**src/rtl/dma_ctrl.sv**
```systemverilog
// dma_ctrl: block-copy DMA engine that shares one memory port with a CPU.
// A CPU write to REG_ADDR latches the source page and copies LEN bytes from
// {src,idx} to DST_BASE+idx, one READ/WRITE pair per byte. The CPU is locked
// out of memory for the whole transfer.
module dma_ctrl #(
  parameter int unsigned LEN      = 160,
  parameter logic [15:0] DST_BASE = 16'hFE00,
  parameter logic [15:0] REG_ADDR = 16'hFF46
) (
  input  logic        clk,
  input  logic        reset,
  input  logic [15:0] cpu_addr,
  input  logic [7:0]  cpu_data_write,
  input  logic        cpu_do_write,
  output logic [7:0]  cpu_data_read,
  output logic [15:0] mem_addr,
  output logic [7:0]  mem_data_write,
  output logic        mem_do_write,
  input  logic [7:0]  mem_data_read,
  output logic        dma_active
);

  localparam int unsigned IDX_W = 8;
  localparam logic [IDX_W-1:0] IDX_LAST = IDX_W'(LEN - 1);

  typedef enum logic [1:0] {
    IDLE  = 2'd0,
    START = 2'd1,
    READ  = 2'd2,
    WRITE = 2'd3
  } state_t;

  state_t           state;
  state_t           state_next;
  logic [7:0]       src;
  logic [IDX_W-1:0] idx;
  logic [7:0]       data_buf;
  logic             reg_hit;
  logic             reg_wr;

  assign reg_hit = (cpu_addr == REG_ADDR);
  assign reg_wr  = cpu_do_write && reg_hit;

  // State, source page, byte index and data buffer registers
  always_ff @(posedge clk) begin
    if (reset) begin
      state    <= IDLE;
      src      <= 8'h00;
      idx      <= '0;
      data_buf <= 8'h00;
    end else begin
      state <= state_next;
      if (reg_wr) begin
        src <= cpu_data_write;
        idx <= '0;
      end else if (state == WRITE && idx != IDX_LAST) begin
        idx <= idx + IDX_W'(1);
      end
      if (state == READ) begin
        data_buf <= mem_data_read;
      end
    end
  end

  // Next state: a start-register write restarts from any state
  always_comb begin
    state_next = state;
    if (reg_wr) begin
      state_next = START;
    end else begin
      unique case (state)
        IDLE:    state_next = IDLE;
        START:   state_next = READ;
        READ:    state_next = WRITE;
        WRITE:   state_next = (idx == IDX_LAST) ? IDLE : READ;
        default: state_next = IDLE;
      endcase
    end
  end

  // Port arbitration: CPU owns memory in IDLE, DMA owns it otherwise
  always_comb begin
    dma_active     = (state != IDLE);
    cpu_data_read  = 8'hFF;
    mem_addr       = {src, 8'h00};
    mem_data_write = data_buf;
    mem_do_write   = 1'b0;
    unique case (state)
      IDLE: begin
        mem_addr       = cpu_addr;
        mem_data_write = cpu_data_write;
        mem_do_write   = cpu_do_write && !reg_hit;
        cpu_data_read  = mem_data_read;
      end
      START: begin
        mem_addr = {src, 8'h00};
      end
      READ: begin
        mem_addr = {src, idx};
      end
      WRITE: begin
        mem_addr       = DST_BASE + {8'h00, idx};
        mem_data_write = data_buf;
        mem_do_write   = 1'b1;
      end
      default: begin
        mem_addr = {src, 8'h00};
      end
    endcase
    if (reg_hit) begin
      cpu_data_read = src;
    end
  end

endmodule

```
**config.mk**
```make
export PLATFORM = sky130hd
export DESIGN_NAME = dma_ctrl
export DESIGN_NICKNAME = d
export VERILOG_FILES = /design/src/rtl/dma_ctrl.sv
export SDC_FILE = /design/constraint.sdc
export NUM_CORES = 1
export LEC_CHECK = 0
export CORE_MARGIN = 2
export CORE_UTILIZATION = 48
export CTS_BUF_LIST = sky130_fd_sc_hd__clkbuf_4 sky130_fd_sc_hd__clkbuf_8
export CTS_CLUSTER_SIZE = 25
export DETAILED_ROUTE_END_ITERATION = 12
export PLACE_DENSITY = 0.88
export SYNTH_ARGS = -nofsm -noshare
export SYNTH_HDL_FRONTEND = slang
export SYNTH_SLANG_ARGS = --single-unit
```
**constraint.sdc**
```tcl
create_clock -name clk -period 4.6 [get_ports clk]
set_input_delay 0.46 -clock clk [delete_from_list [all_inputs] [get_ports clk]]
set_output_delay 0.46 -clock clk [all_outputs]
set_load 0.02 [all_outputs]
```
## Word-level counts from Yosys, hierarchy flattened

Index checks and enable logic that the tools add are counted.

- Register bits: 26
- Latch bits: 0
- Memory bits (writable): 0
- ROM bits: 0
- Bits of input ports: 35
- Output and inout bits: 34
- Logic and storage cells: 28
- Memories: 0

- Add/subtract/negate cells: 2
- $mul: 0
- Divide/modulo/power cells: 0
- $lt $le $gt $ge: 0
- Eq/ne operators: 6
- Shifts and indexed selects: 0
- Multiplexer cells: 8
- Bitwise logic cells: 0
- Reductions and logical operators: 7

Operators by type and width:

| cell | count |
|---|---|
| one-hot mux 16 bit (4 select lines) | 1 |
| 2-to-1 mux 8 bit | 3 |
| == test 16 bit (second input constant) | 1 |
| adder 10 x 9 -> 11 bit (first input constant) | 1 |
| adder 8 x 1 -> 8 bit (second input constant) | 1 |
| == test 8 bit (second input constant) | 1 |
| inequality test 8 bit (second input constant) | 1 |
| one-hot mux 2 bit (4 select lines) | 1 |
| == test 2 bit (second input constant) | 2 |
| logical AND 1 bit | 3 |
| == test 2 x 1 -> 1 bit (second input constant) | 1 |
| logical NOT 2 bit | 1 |
| 2-to-1 mux 2 bit | 1 |
| one-hot mux 1 bit (2 select lines) | 1 |
| nonzero test 2 bit | 1 |
| OR reduction 2 bit | 1 |
| logical NOT 1 bit | 1 |
| 2-to-1 mux 1 bit | 1 |

## Longest topological paths before layout

Gate-level depths: netlist of the first run.

- Word-level depth: 4
- Gate-level depth with buffers: 7

## Worst setup path before layout of the first run

OpenSTA, ideal clock, no wires.

- Path type: flip-flop to output port
- Start point: register state[0]
- End point: output mem_addr[4]
- Arrival time: 1.724 ns
- Data required time: 4.140 ns
- Path slack: 2.416 ns
- Stages on the path, launching flop included: 8
- Buffers on the path: 2
- Cell sequence: dfxtp_1 inv_1 ha_1 buf_2 or2_2 clkbuf_1 nand2_1 o21ai_0

- Word-level cells in the longest chain between the ends: 2
- Elaborated cells between the ends (all ways): 5
- Classes of those cells: eq/ne: 3; mux: 1; reduce/logical: 1

RTL lines:

| element | line | RTL |
|---|---|---|
| start, declared | 33 | `state_t state;` |
| start signal, assigned | 52 | `state <= state_next;` |
| == test 2 bit (tied with other cells) | 88 | `unique case (state)` |
| one-hot mux 16 bit (4 select lines) * | 88 |  |
| end, declared | 16 | `output logic [15:0] mem_addr,` |

Mark *: on every way between the ends. The rest lies on a longest branch, timed or not.

## Worst setup path after layout of the first run

- Start point: register state[1]
- End point: output cpu_data_read[0]

- Word-level cells in the longest chain between the ends: 3

RTL lines:

| element | line | RTL |
|---|---|---|
| logical NOT 2 bit | 88 |  |
| 2-to-1 mux 8 bit | 88 |  |
| 2-to-1 mux 8 bit | 110 | `if (reg_hit) begin` |
| end, declared | 15 | `output logic [7:0] cpu_data_read,` |

Every way passes these cells.

==> impl_results.html, run 1 <==
<table>
<tr><th>Metric</th><th>Value</th></tr>
<tr><th colspan="2">STA</th></tr>
<tr><td>Worst setup skew after layout</td><td>between 0.01 and 0.015 ns</td></tr>
<tr><td>Setup violations, final</td><td>0</td></tr>
<tr><td>RSZ-0062 raised after global routing</td><td>no</td></tr>
<tr><td>Worst-margin pin slew</td><td>about 1.0 ns</td></tr>
<tr><td>Worst relative slew slack</td><td>between 20 and 30%</td></tr>
<tr><td>Period Utilization, post-route</td><td>between 60% and 70%</td></tr>
<tr><td>Slew Viols, Final</td><td>0</td></tr>
<tr><td>Setup TNS</td><td>0 ns</td></tr>
<tr><td>Final count of hold timing violations</td><td>0</td></tr>
<tr><td>Shortest clock period the worst path allows after layout</td><td>between 3 and 4 ns</td></tr>
<tr><td>Max Clk Rate</td><td>roughly 0.33 GHz</td></tr>
<tr><th colspan="2">Route</th></tr>
<tr><td>Number of vias per cell after detailed routing</td><td>5.53</td></tr>
<tr><td>Average wire length per cell after detail routing</td><td>about 14 µm</td></tr>
<tr><td>Wire length after detailed routing</td><td>~4.5 mm</td></tr>
<tr><td>Detailed Routing Iterations Pass 1</td><td>4</td></tr>
<tr><td>Initial detailed-routing violation count</td><td>97</td></tr>
<tr><td>Vias after detailed routing</td><td>around 1700</td></tr>
<tr><td>Remaining design rule violation count</td><td>0</td></tr>
<tr><td>Antenna Nets Post-Route</td><td>0</td></tr>
<tr><th colspan="2">Setup path</th></tr>
<tr><td>Reg-to-reg endpoint</td><td>state[1]</td></tr>
<tr><td>Cell depth of the worst flop-to-flop path</td><td>5</td></tr>
<tr><td>R2R Path Start</td><td>state[1]</td></tr>
<tr><td>Worst setup path endpoint</td><td>cpu_data_read[0]</td></tr>
<tr><td>Critical path class</td><td>reg2out</td></tr>
<tr><td>CP required</td><td>approximately 4.1 ns</td></tr>
<tr><td>Crit path max fanout</td><td>42</td></tr>
<tr><td>Crit start category</td><td>flip-flop</td></tr>
<tr><td>Worst R2R Setup Slack</td><td>between 2 and 3 ns</td></tr>
<tr><td>Endpoint arrival time on the critical path</td><td>roughly 2.6 ns</td></tr>
<tr><td>Kind of capture point of the worst setup path</td><td>primary output</td></tr>
<tr><td>Launch point of the critical path</td><td>state[1]</td></tr>
<tr><th colspan="2">Clock network</th></tr>
<tr><td>Count of clock tree sinks</td><td>26</td></tr>
<tr><td>Cts-stage hold buffer count</td><td>0</td></tr>
<tr><td>Clock slew at reported path FFs</td><td>0.15 ns</td></tr>
<tr><td>CTS max path bufs</td><td>2</td></tr>
<tr><td>Total CTS buffers</td><td>3</td></tr>
<tr><td>Clock Tree Root</td><td>sky130_fd_sc_hd__clkbuf_4</td></tr>
<tr><td>Number of instances resized during post-cts repair</td><td>0</td></tr>
<tr><td>TritonCTS clock tree</td><td>built</td></tr>
<tr><td>H-tree depth</td><td>1</td></tr>
<tr><td># Post-CTS Setup Buffers</td><td>0</td></tr>
<tr><td>Clock Latency Late Sink</td><td>between 0.3 and 0.4 ns</td></tr>
<tr><th colspan="2">Synthesis</th></tr>
<tr><td>Fraction of the mapped netlist area in simple logic gates</td><td>29.2%</td></tr>
<tr><td>Library cell occupying the most area in the post-synthesis netlist</td><td>sky130_fd_sc_hd__dfxtp_1</td></tr>
<tr><td>Most frequent cells after synthesis</td><td>sky130_fd_sc_hd__nand2_1, sky130_fd_sc_hd__dfxtp_1, sky130_fd_sc_hd__o21ai_0</td></tr>
<tr><td>Avg Inst Size Synth</td><td>8.22 µm²</td></tr>
<tr><td>Top-area cell type share of the netlist area</td><td>30.2%</td></tr>
<tr><td>Post-Syn Instances</td><td>between 200 and 250</td></tr>
<tr><td>Fraction of synthesis flops using an asynchronous set or reset pin</td><td>0%</td></tr>
<tr><td>Complex-gate fraction of the synthesized area</td><td>between 10% and 20%</td></tr>
<tr><td>Mapped Nets</td><td>roughly 250</td></tr>
<tr><td>Flops &amp; latches, synth</td><td>26</td></tr>
<tr><td>Post-Synth Adder-Cell Area</td><td>roughly 4.4%</td></tr>
<tr><td>Yosys warnings</td><td>0</td></tr>
<tr><td>Number of flops mapped to enable cells by yosys</td><td>0</td></tr>
<tr><td>Synth Flop Type</td><td>sky130_fd_sc_hd__dfxtp_1</td></tr>
<tr><td>Multiplexer area fraction after synthesis</td><td>between 10 and 15%</td></tr>
<tr><td>Most frequent cell after synthesis</td><td>sky130_fd_sc_hd__nand2_1</td></tr>
<tr><td>Share of the yosys chip area belonging to registers</td><td>30.2%</td></tr>
<tr><td>Largest cells by area after synthesis</td><td>sky130_fd_sc_hd__dfxtp_1, sky130_fd_sc_hd__nand2b_1, sky130_fd_sc_hd__o21ai_0</td></tr>
<tr><td>Xor and xnor area share after synthesis</td><td>roughly 2%</td></tr>
<tr><td>Mapped Area</td><td>~0.0017 mm²</td></tr>
<tr><td>Count of distinct cell types in the synthesized netlist</td><td>36</td></tr>
<tr><td>Largest family of logic cells by synthesized area</td><td>simple AND/OR/NAND/NOR gates</td></tr>
<tr><th colspan="2">Finish</th></tr>
<tr><td>Share of final-layout standard cells stronger than drive strength 1</td><td>7.52%</td></tr>
<tr><td>Count of inserted antenna diode cells</td><td>0</td></tr>
<tr><td>Number of nets in the layout</td><td>about 310</td></tr>
<tr><td># fillers</td><td>262</td></tr>
<tr><td>Total area of multi-input combinational cells</td><td>between 0.001 and 0.0015 mm²</td></tr>
<tr><td>Post-synthesis to final-layout area growth</td><td>41.7%</td></tr>
<tr><td>Sequential cell area</td><td>520 µm²</td></tr>
<tr><th colspan="2">Min path</th></tr>
<tr><td>Type of the most critical hold path</td><td>reg2reg</td></tr>
<tr><td>Worst hold path cell count</td><td>2</td></tr>
<tr><th colspan="2">Floorplan</th></tr>
<tr><td>Height of the die</td><td>about 64 µm</td></tr>
<tr><td>Floorplan core area</td><td>around 0.0034 mm²</td></tr>
<tr><td>Die outline width</td><td>64.0 µm</td></tr>
<tr><td>I/O pin count</td><td>around 70</td></tr>
<tr><td>Die footprint</td><td>roughly 0.0041 mm²</td></tr>
<tr><td>Row count</td><td>21</td></tr>
<tr><td>Initial core utilization</td><td>50.9%</td></tr>
<tr><th colspan="2">Power</th></tr>
<tr><td>Overall power</td><td>0.497 mW</td></tr>
<tr><td>Standby leakage power</td><td>slightly below 0.9 nW</td></tr>
<tr><td>VDD IR max</td><td>between 0.0001 and 0.00015 V</td></tr>
<tr><td>Total power divided by cell area</td><td>~200 mW/mm²</td></tr>
<tr><th colspan="2">Global routing</th></tr>
<tr><td>First-pass GRT wire length</td><td>7.42 mm</td></tr>
<tr><td>Number of antenna violations at the first check in global routing</td><td>0</td></tr>
<tr><td>Overall global routing resource usage</td><td>around 23%</td></tr>
<tr><td>Via count of the first global-routing pass</td><td>~1500</td></tr>
<tr><td>Remaining global-route overflow</td><td>0</td></tr>
<tr><td>Pin count of the biggest net entering global routing</td><td>43</td></tr>
<tr><th colspan="2">Run status</th></tr>
<tr><td>Status</td><td>finished clean</td></tr>
<tr><th colspan="2">Placement</th></tr>
<tr><td>Buffers added on ports</td><td>slightly below 70</td></tr>
<tr><td>Half-perimeter wire length after placement</td><td>3.18 mm</td></tr>
<tr><td>RePlAce Congestion</td><td>0.816</td></tr>
<tr><th colspan="2">Job</th></tr>
<tr><td>Max-cap violations</td><td>0</td></tr>
</table>
## worst min-delay path by stage
stage	end	start	slack (ns)
after floorplan	src[4]	src[4]	0.45
final	data_buf[1]	data_buf[1]	0.51
after detailed placement	data_buf[2]	data_buf[2]	0.48
after global routing	data_buf[2]	data_buf[2]	0.53
after CTS	src[6]	src[6]	0.51
after global placement	data_buf[2]	data_buf[2]	0.47
## stage by stage
stage | worst slack [ns] | cells | utilization (%) | hold WS (ns) | cell area [µm²]
2_1_floorplan | 2.42 | 210 | - | 0.450 | 1730
3_3_place_gp | 1.64 | 308 | 70.6 | 0.470 | 2390
3_5_place_dp | 1.63 | 308 | 70.6 | 0.482 | 2390
4_1_cts | 1.51 | 312 | 72.1 | 0.508 | 2440
5_1_grt | 1.27 | 312 | 72.1 | 0.533 | 2440
6_report | 1.53 | 312 | 72.1 | 0.510 | 2440
## routing by layer
metal / GRT usage [%] / vias up / share of wire (%)
met5: 0 / - / 0
met4: 9.24 / 0 / 1.7
met3: 3.35 / 8 / 7.8
met2: 33.2 / 82 / 43
met1: 33.1 / 777 / 47
li1: - / 858 / -
## registers in the layout, indices dropped and copies added, names as in the netlist
name and count:
idx 8, state 2, data_buf 8, src 8
## cells in the final DEF, fill, tap and decap left out, types with 2 or more instances in the layout
cell type                         Yosys  final
sky130_fd_sc_hd__a21oi_1             10     10
sky130_fd_sc_hd__buf_4                0      2
sky130_fd_sc_hd__clkbuf_4             0      3
sky130_fd_sc_hd__clkdlybuf4s50_1      0     68
sky130_fd_sc_hd__dfxtp_1             26     26
sky130_fd_sc_hd__ha_1                 6      6
sky130_fd_sc_hd__inv_1                4      4
sky130_fd_sc_hd__mux2_2               8      8
sky130_fd_sc_hd__mux2i_1             10     10
sky130_fd_sc_hd__nand2_1             27     27
sky130_fd_sc_hd__nand2b_1            17     17
sky130_fd_sc_hd__nand4_1              4      4
sky130_fd_sc_hd__nand4b_1             9      9
sky130_fd_sc_hd__nor2_1              10     10
sky130_fd_sc_hd__nor3_1               7      7
sky130_fd_sc_hd__o21ai_0             21     21
sky130_fd_sc_hd__o21ai_1              4      4
sky130_fd_sc_hd__o31a_1               8      8
sky130_fd_sc_hd__or2_2                2      2
sky130_fd_sc_hd__xnor2_1              2      2
sky130_fd_sc_hd__xor2_1               2      2
## cell type report
type | instances | area share [%]
flip-flops and latches | 26 | 21.3
clock inverters | 1 | 1.23
multi-input cells | 161 | 45.0
clock buffers | 3 | 0.921
inverters | 5 | 0.768
repair buffers | 70 | 28.5
well taps | 46 | 2.35
## where the power goes
group	internal [mW]	switching [mW]	total [mW]
combinational	0.0641	0.0462	0.110
clock	0.0883	0.0736	0.162
sequential	0.225	0.00000208	0.225
total	0.378	0.120	0.497
## critical path, cell delays in order, from the launching register on
cell	delay, ns
sky130_fd_sc_hd__dfxtp_1	0.37
sky130_fd_sc_hd__inv_1	0.14
sky130_fd_sc_hd__ha_1	0.16
sky130_fd_sc_hd__buf_4	0.35
sky130_fd_sc_hd__clkinv_1	0.34
sky130_fd_sc_hd__o31a_1	0.36
sky130_fd_sc_hd__clkdlybuf4s50_1	0.53
## cells by family after synthesis
kind of cell	Yosys count
AOI/OAI and AO/OA	48
adders and majority gates	6
DFF	26
xor gates and xnor gates	4
and+or+nand+nor	85
muxes	18
buffers and inverters	23
(Power assumes the default switching activity.)
==> run 2, diff against run 1 <==
CORE_UTILIZATION = 40   (was 48)
PLACE_DENSITY = 0.78   (was 0.88)
clock period = 2.8 ns   (was 4.6 ns; I/O delays follow)
==> run 2 against run 1 <==
Compared with the run above:
- register-to-register slack got worse by 1.8 ns
- routed wire length increased by 8.6%
- clock skew decreased by 0.0045 ns
- total power increased by 75%
- critical path depth unchanged
- sequential power increased by 64%
- critical endpoint is now cpu_data_read[2]
==> impl_results.html, run 2 (synthesis gave the netlist of run 1 again) <==
<table>
<tr><th>Metric</th><th>Value</th></tr>
<tr><th colspan="2">Run status</th></tr>
<tr><td>Status</td><td>finished clean</td></tr>
<tr><th colspan="2">STA</th></tr>
<tr><td>Period Utilization, post-route</td><td>93.7%</td></tr>
<tr><td>Max Clk Rate</td><td>0.381 GHz</td></tr>
<tr><td>Slew Viols, Final</td><td>0 (unchanged)</td></tr>
<tr><td>RSZ-0062 raised after global routing</td><td>no</td></tr>
<tr><td>Setup TNS</td><td>0 ns (unchanged)</td></tr>
<tr><td>Final count of hold timing violations</td><td>0 (unchanged)</td></tr>
<tr><td>Setup violations, final</td><td>0 (unchanged)</td></tr>
<tr><td>Worst-margin pin slew</td><td>0.978 ns (-0.0721 ns)</td></tr>
<tr><td>Worst setup skew after layout</td><td>0.00860 ns (-0.00449 ns)</td></tr>
<tr><td>Shortest clock period the worst path allows after layout</td><td>between 2 and 3 ns</td></tr>
<tr><td>Worst relative slew slack</td><td>34.6% (+4.8 points)</td></tr>
<tr><th colspan="2">Setup path</th></tr>
<tr><td>CP required</td><td>2.52 ns (-1.62 ns)</td></tr>
<tr><td>Worst R2R Setup Slack</td><td>1.12 ns (-1.75 ns)</td></tr>
<tr><td>Critical Path, Cell by Cell</td><td>inv_1 -&gt; ha_1 -&gt; buf_4 -&gt; clkinv_1 -&gt; o31a_1 -&gt; clkdlybuf4s50_1</td></tr>
<tr><td>Critical path class</td><td>reg2out</td></tr>
<tr><td>Kind of capture point of the worst setup path</td><td>primary output</td></tr>
<tr><td>Delay-heaviest family, CP</td><td>buffers and inverters</td></tr>
<tr><td>Endpoint arrival time on the critical path</td><td>2.34 ns (-0.27 ns)</td></tr>
<tr><td>Worst-path cell with the longest stage delay</td><td>sky130_fd_sc_hd__clkdlybuf4s50_1</td></tr>
<tr><td>Cell depth of the worst flop-to-flop path</td><td>5 (unchanged)</td></tr>
<tr><td>Count of buffering cells on the critical path with inverters included</td><td>4 (unchanged)</td></tr>
<tr><td>Delay of the slowest cell on the worst path</td><td>0.54 ns (about the same)</td></tr>
<tr><td>Reg-to-reg endpoint</td><td>state[1]</td></tr>
<tr><td>R2R Path Start</td><td>idx[1]</td></tr>
<tr><td>Crit start category</td><td>flip-flop</td></tr>
<tr><td>Crit path max fanout</td><td>10 (-76%)</td></tr>
<tr><th colspan="2">Route</th></tr>
<tr><td>Detailed Routing Iterations Pass 1</td><td>4 (unchanged)</td></tr>
<tr><td>Average wire length per cell after detail routing</td><td>15.1 µm (+5.2%)</td></tr>
<tr><td>Initial detailed-routing violation count</td><td>92 (-5.2%)</td></tr>
<tr><td>Antenna Nets Post-Route</td><td>0 (unchanged)</td></tr>
<tr><td>Number of vias per cell after detailed routing</td><td>5.42 (-1.9%)</td></tr>
<tr><td>Vias after detailed routing</td><td>1746 (+1.2%)</td></tr>
<tr><td>Wire length after detailed routing</td><td>4.86 mm (+8.6%)</td></tr>
<tr><td>Remaining design rule violation count</td><td>0 (unchanged)</td></tr>
<tr><th colspan="2">Placement</th></tr>
<tr><td>Half-perimeter wire length after placement</td><td>3.52 mm (+11%)</td></tr>
<tr><td>RePlAce Congestion</td><td>0.790 (-3.2%)</td></tr>
<tr><td>Post-DP Area</td><td>0.00245 mm² (+2.6%)</td></tr>
<tr><td>Buffers added on ports</td><td>68 (unchanged)</td></tr>
<tr><th colspan="2">Power</th></tr>
<tr><td>Standby leakage power</td><td>0.905 nW (+4.7%)</td></tr>
<tr><td>Total power divided by cell area</td><td>344 mW/mm² (+69%)</td></tr>
<tr><td>Overall power</td><td>0.869 mW (+75%)</td></tr>
<tr><td>VDD IR max</td><td>0.000192 V (+54%)</td></tr>
<tr><th colspan="2">Clock network</th></tr>
<tr><td>Count of clock tree sinks</td><td>26 (unchanged)</td></tr>
<tr><td>Cts-stage hold buffer count</td><td>0 (unchanged)</td></tr>
<tr><td>Total CTS buffers</td><td>3 (unchanged)</td></tr>
<tr><td>Clock slew at reported path FFs</td><td>0.10 ns (-0.05 ns)</td></tr>
<tr><td># Post-CTS Setup Buffers</td><td>0 (unchanged)</td></tr>
<tr><td>Number of instances resized during post-cts repair</td><td>0 (unchanged)</td></tr>
<tr><td>CTS max path bufs</td><td>2 (unchanged)</td></tr>
<tr><td>Clock Tree Root</td><td>sky130_fd_sc_hd__clkbuf_8</td></tr>
<tr><td>Clock Latency Late Sink</td><td>0.27 ns (-0.07 ns)</td></tr>
<tr><td>TritonCTS clock tree</td><td>built</td></tr>
<tr><td>H-tree depth</td><td>1 (unchanged)</td></tr>
<tr><th colspan="2">Finish</th></tr>
<tr><td># fillers</td><td>378 (+44%)</td></tr>
<tr><td>Top Registers</td><td>data_buf: 8 flops, idx: 8 flops, src: 8 flops</td></tr>
<tr><td>Highest-count cells in the layout ignoring fill and taps</td><td>sky130_fd_sc_hd__clkdlybuf4s50_1, sky130_fd_sc_hd__nand2_1, sky130_fd_sc_hd__dfxtp_1, sky130_fd_sc_hd__o21ai_0, sky130_fd_sc_hd__nand2b_1</td></tr>
<tr><td>Most common cell after layout, fill and taps aside</td><td>sky130_fd_sc_hd__clkdlybuf4s50_1</td></tr>
<tr><td>Final standard cell area without fillers</td><td>0.00253 mm² (+3.3%)</td></tr>
<tr><td>Number of nets in the layout</td><td>314 (+1.9%)</td></tr>
<tr><td>Fin util</td><td>61.8% (-10 points)</td></tr>
<tr><td>Post-synthesis to final-layout area growth</td><td>46.4%</td></tr>
<tr><td>Share of final-layout standard cells stronger than drive strength 1</td><td>9.56% (+2.0 points)</td></tr>
<tr><td>Count of inserted antenna diode cells</td><td>0 (unchanged)</td></tr>
<tr><th colspan="2">Floorplan</th></tr>
<tr><td>Die outline width</td><td>69.7 µm (+8.9%)</td></tr>
<tr><td>I/O pin count</td><td>69 (unchanged)</td></tr>
<tr><td>Floorplan core area</td><td>0.00409 mm² (+21%)</td></tr>
<tr><td>Height of the die</td><td>69.7 µm (+8.9%)</td></tr>
<tr><td>Row count</td><td>23 (+9.5%)</td></tr>
<tr><td>Initial core utilization</td><td>42.2% (-8.7 points)</td></tr>
<tr><td>Die footprint</td><td>0.00485 mm² (+19%)</td></tr>
<tr><th colspan="2">Global routing</th></tr>
<tr><td>Overall global routing resource usage</td><td>20.5% (-2.2 points)</td></tr>
<tr><td>Via count of the first global-routing pass</td><td>1679 (+10%)</td></tr>
<tr><td>Remaining global-route overflow</td><td>0 (unchanged)</td></tr>
<tr><td>Pin count of the biggest net entering global routing</td><td>33 (-23%)</td></tr>
<tr><td>First-pass GRT wire length</td><td>8.29 mm (+12%)</td></tr>
<tr><td>Number of antenna violations at the first check in global routing</td><td>0 (unchanged)</td></tr>
<tr><th colspan="2">Min path</th></tr>
<tr><td>Worst hold path startpoint</td><td>data_buf[4]</td></tr>
<tr><td>Type of the most critical hold path</td><td>reg2reg</td></tr>
<tr><td>Worst hold path cell count</td><td>2 (unchanged)</td></tr>
<tr><td>Hold Path End</td><td>data_buf[4]</td></tr>
<tr><th colspan="2">Job</th></tr>
<tr><td>Max-cap violations</td><td>0 (unchanged)</td></tr>
</table>
run 2: routing by layer:
layer,part of all wire [%],GRT usage [%],up-vias
li1,-,-,872
met1,46,27.8,809
met2,47,33.8,59
met3,6.2,3.20,6
met4,1.4,5.98,0
met5,0,0,-
run 2: stage by stage:
| stage | cells | setup slack [ns] | hold slack, ns |
|---|---|---|---|
| floorplan | 210 | 0.796 | 0.427 |
| global placement | 318 | 0.269 | 0.470 |
| detailed placement | 318 | 0.244 | 0.484 |
| CTS | 322 | 0.163 | 0.505 |
| global route | 322 | 0.0561 | 0.534 |
| finish | 322 | 0.176 | 0.501 |
run 2: worst max path at each step:
| stage | start | to | slack, ns | cells past startpoint |
|---|---|---|---|---|
| 4_1_cts | state[1] | cpu_data_read[2] | 0.16 | 6 |
| 3_3_place_gp | cpu_addr[7] | mem_do_write | 0.27 | 7 |
| 5_1_grt | state[1] | cpu_data_read[3] | 0.06 | 6 |
| 3_5_place_dp | cpu_addr[7] | cpu_data_read[3] | 0.24 | 7 |
| 2_1_floorplan | state[0] | mem_addr[4] | 0.80 | 7 |
| 6_report | state[1] | cpu_data_read[2] | 0.18 | 6 |
run 2: final cells by class:
class	count	area [µm²]	area share, %
Clock buffer	3	41.3	1.63
Clock inverter	1	30.0	1.19
Inverter	5	18.8	0.743
Multi-Input combinational cell	161	1100	43.5
Sequential cell	26	520	20.6
Tap cell	50	62.6	2.48
Timing Repair Buffer	76	753	29.8
run 2: tightest hold or removal path, stage by stage, from the launching register on:
cell and delay (ns):
sky130_fd_sc_hd__dfxtp_1 0.33, sky130_fd_sc_hd__mux2i_1 0.06, sky130_fd_sc_hd__nor2_1 0.08
run 2: power breakdown:
part | switching [mW] | internal, mW | leakage (nW)
clock | 0.123 | 0.191 | 0.0357
combinational | 0.0774 | 0.107 | 0.660
sequential | 0.00000331 | 0.369 | 0.209
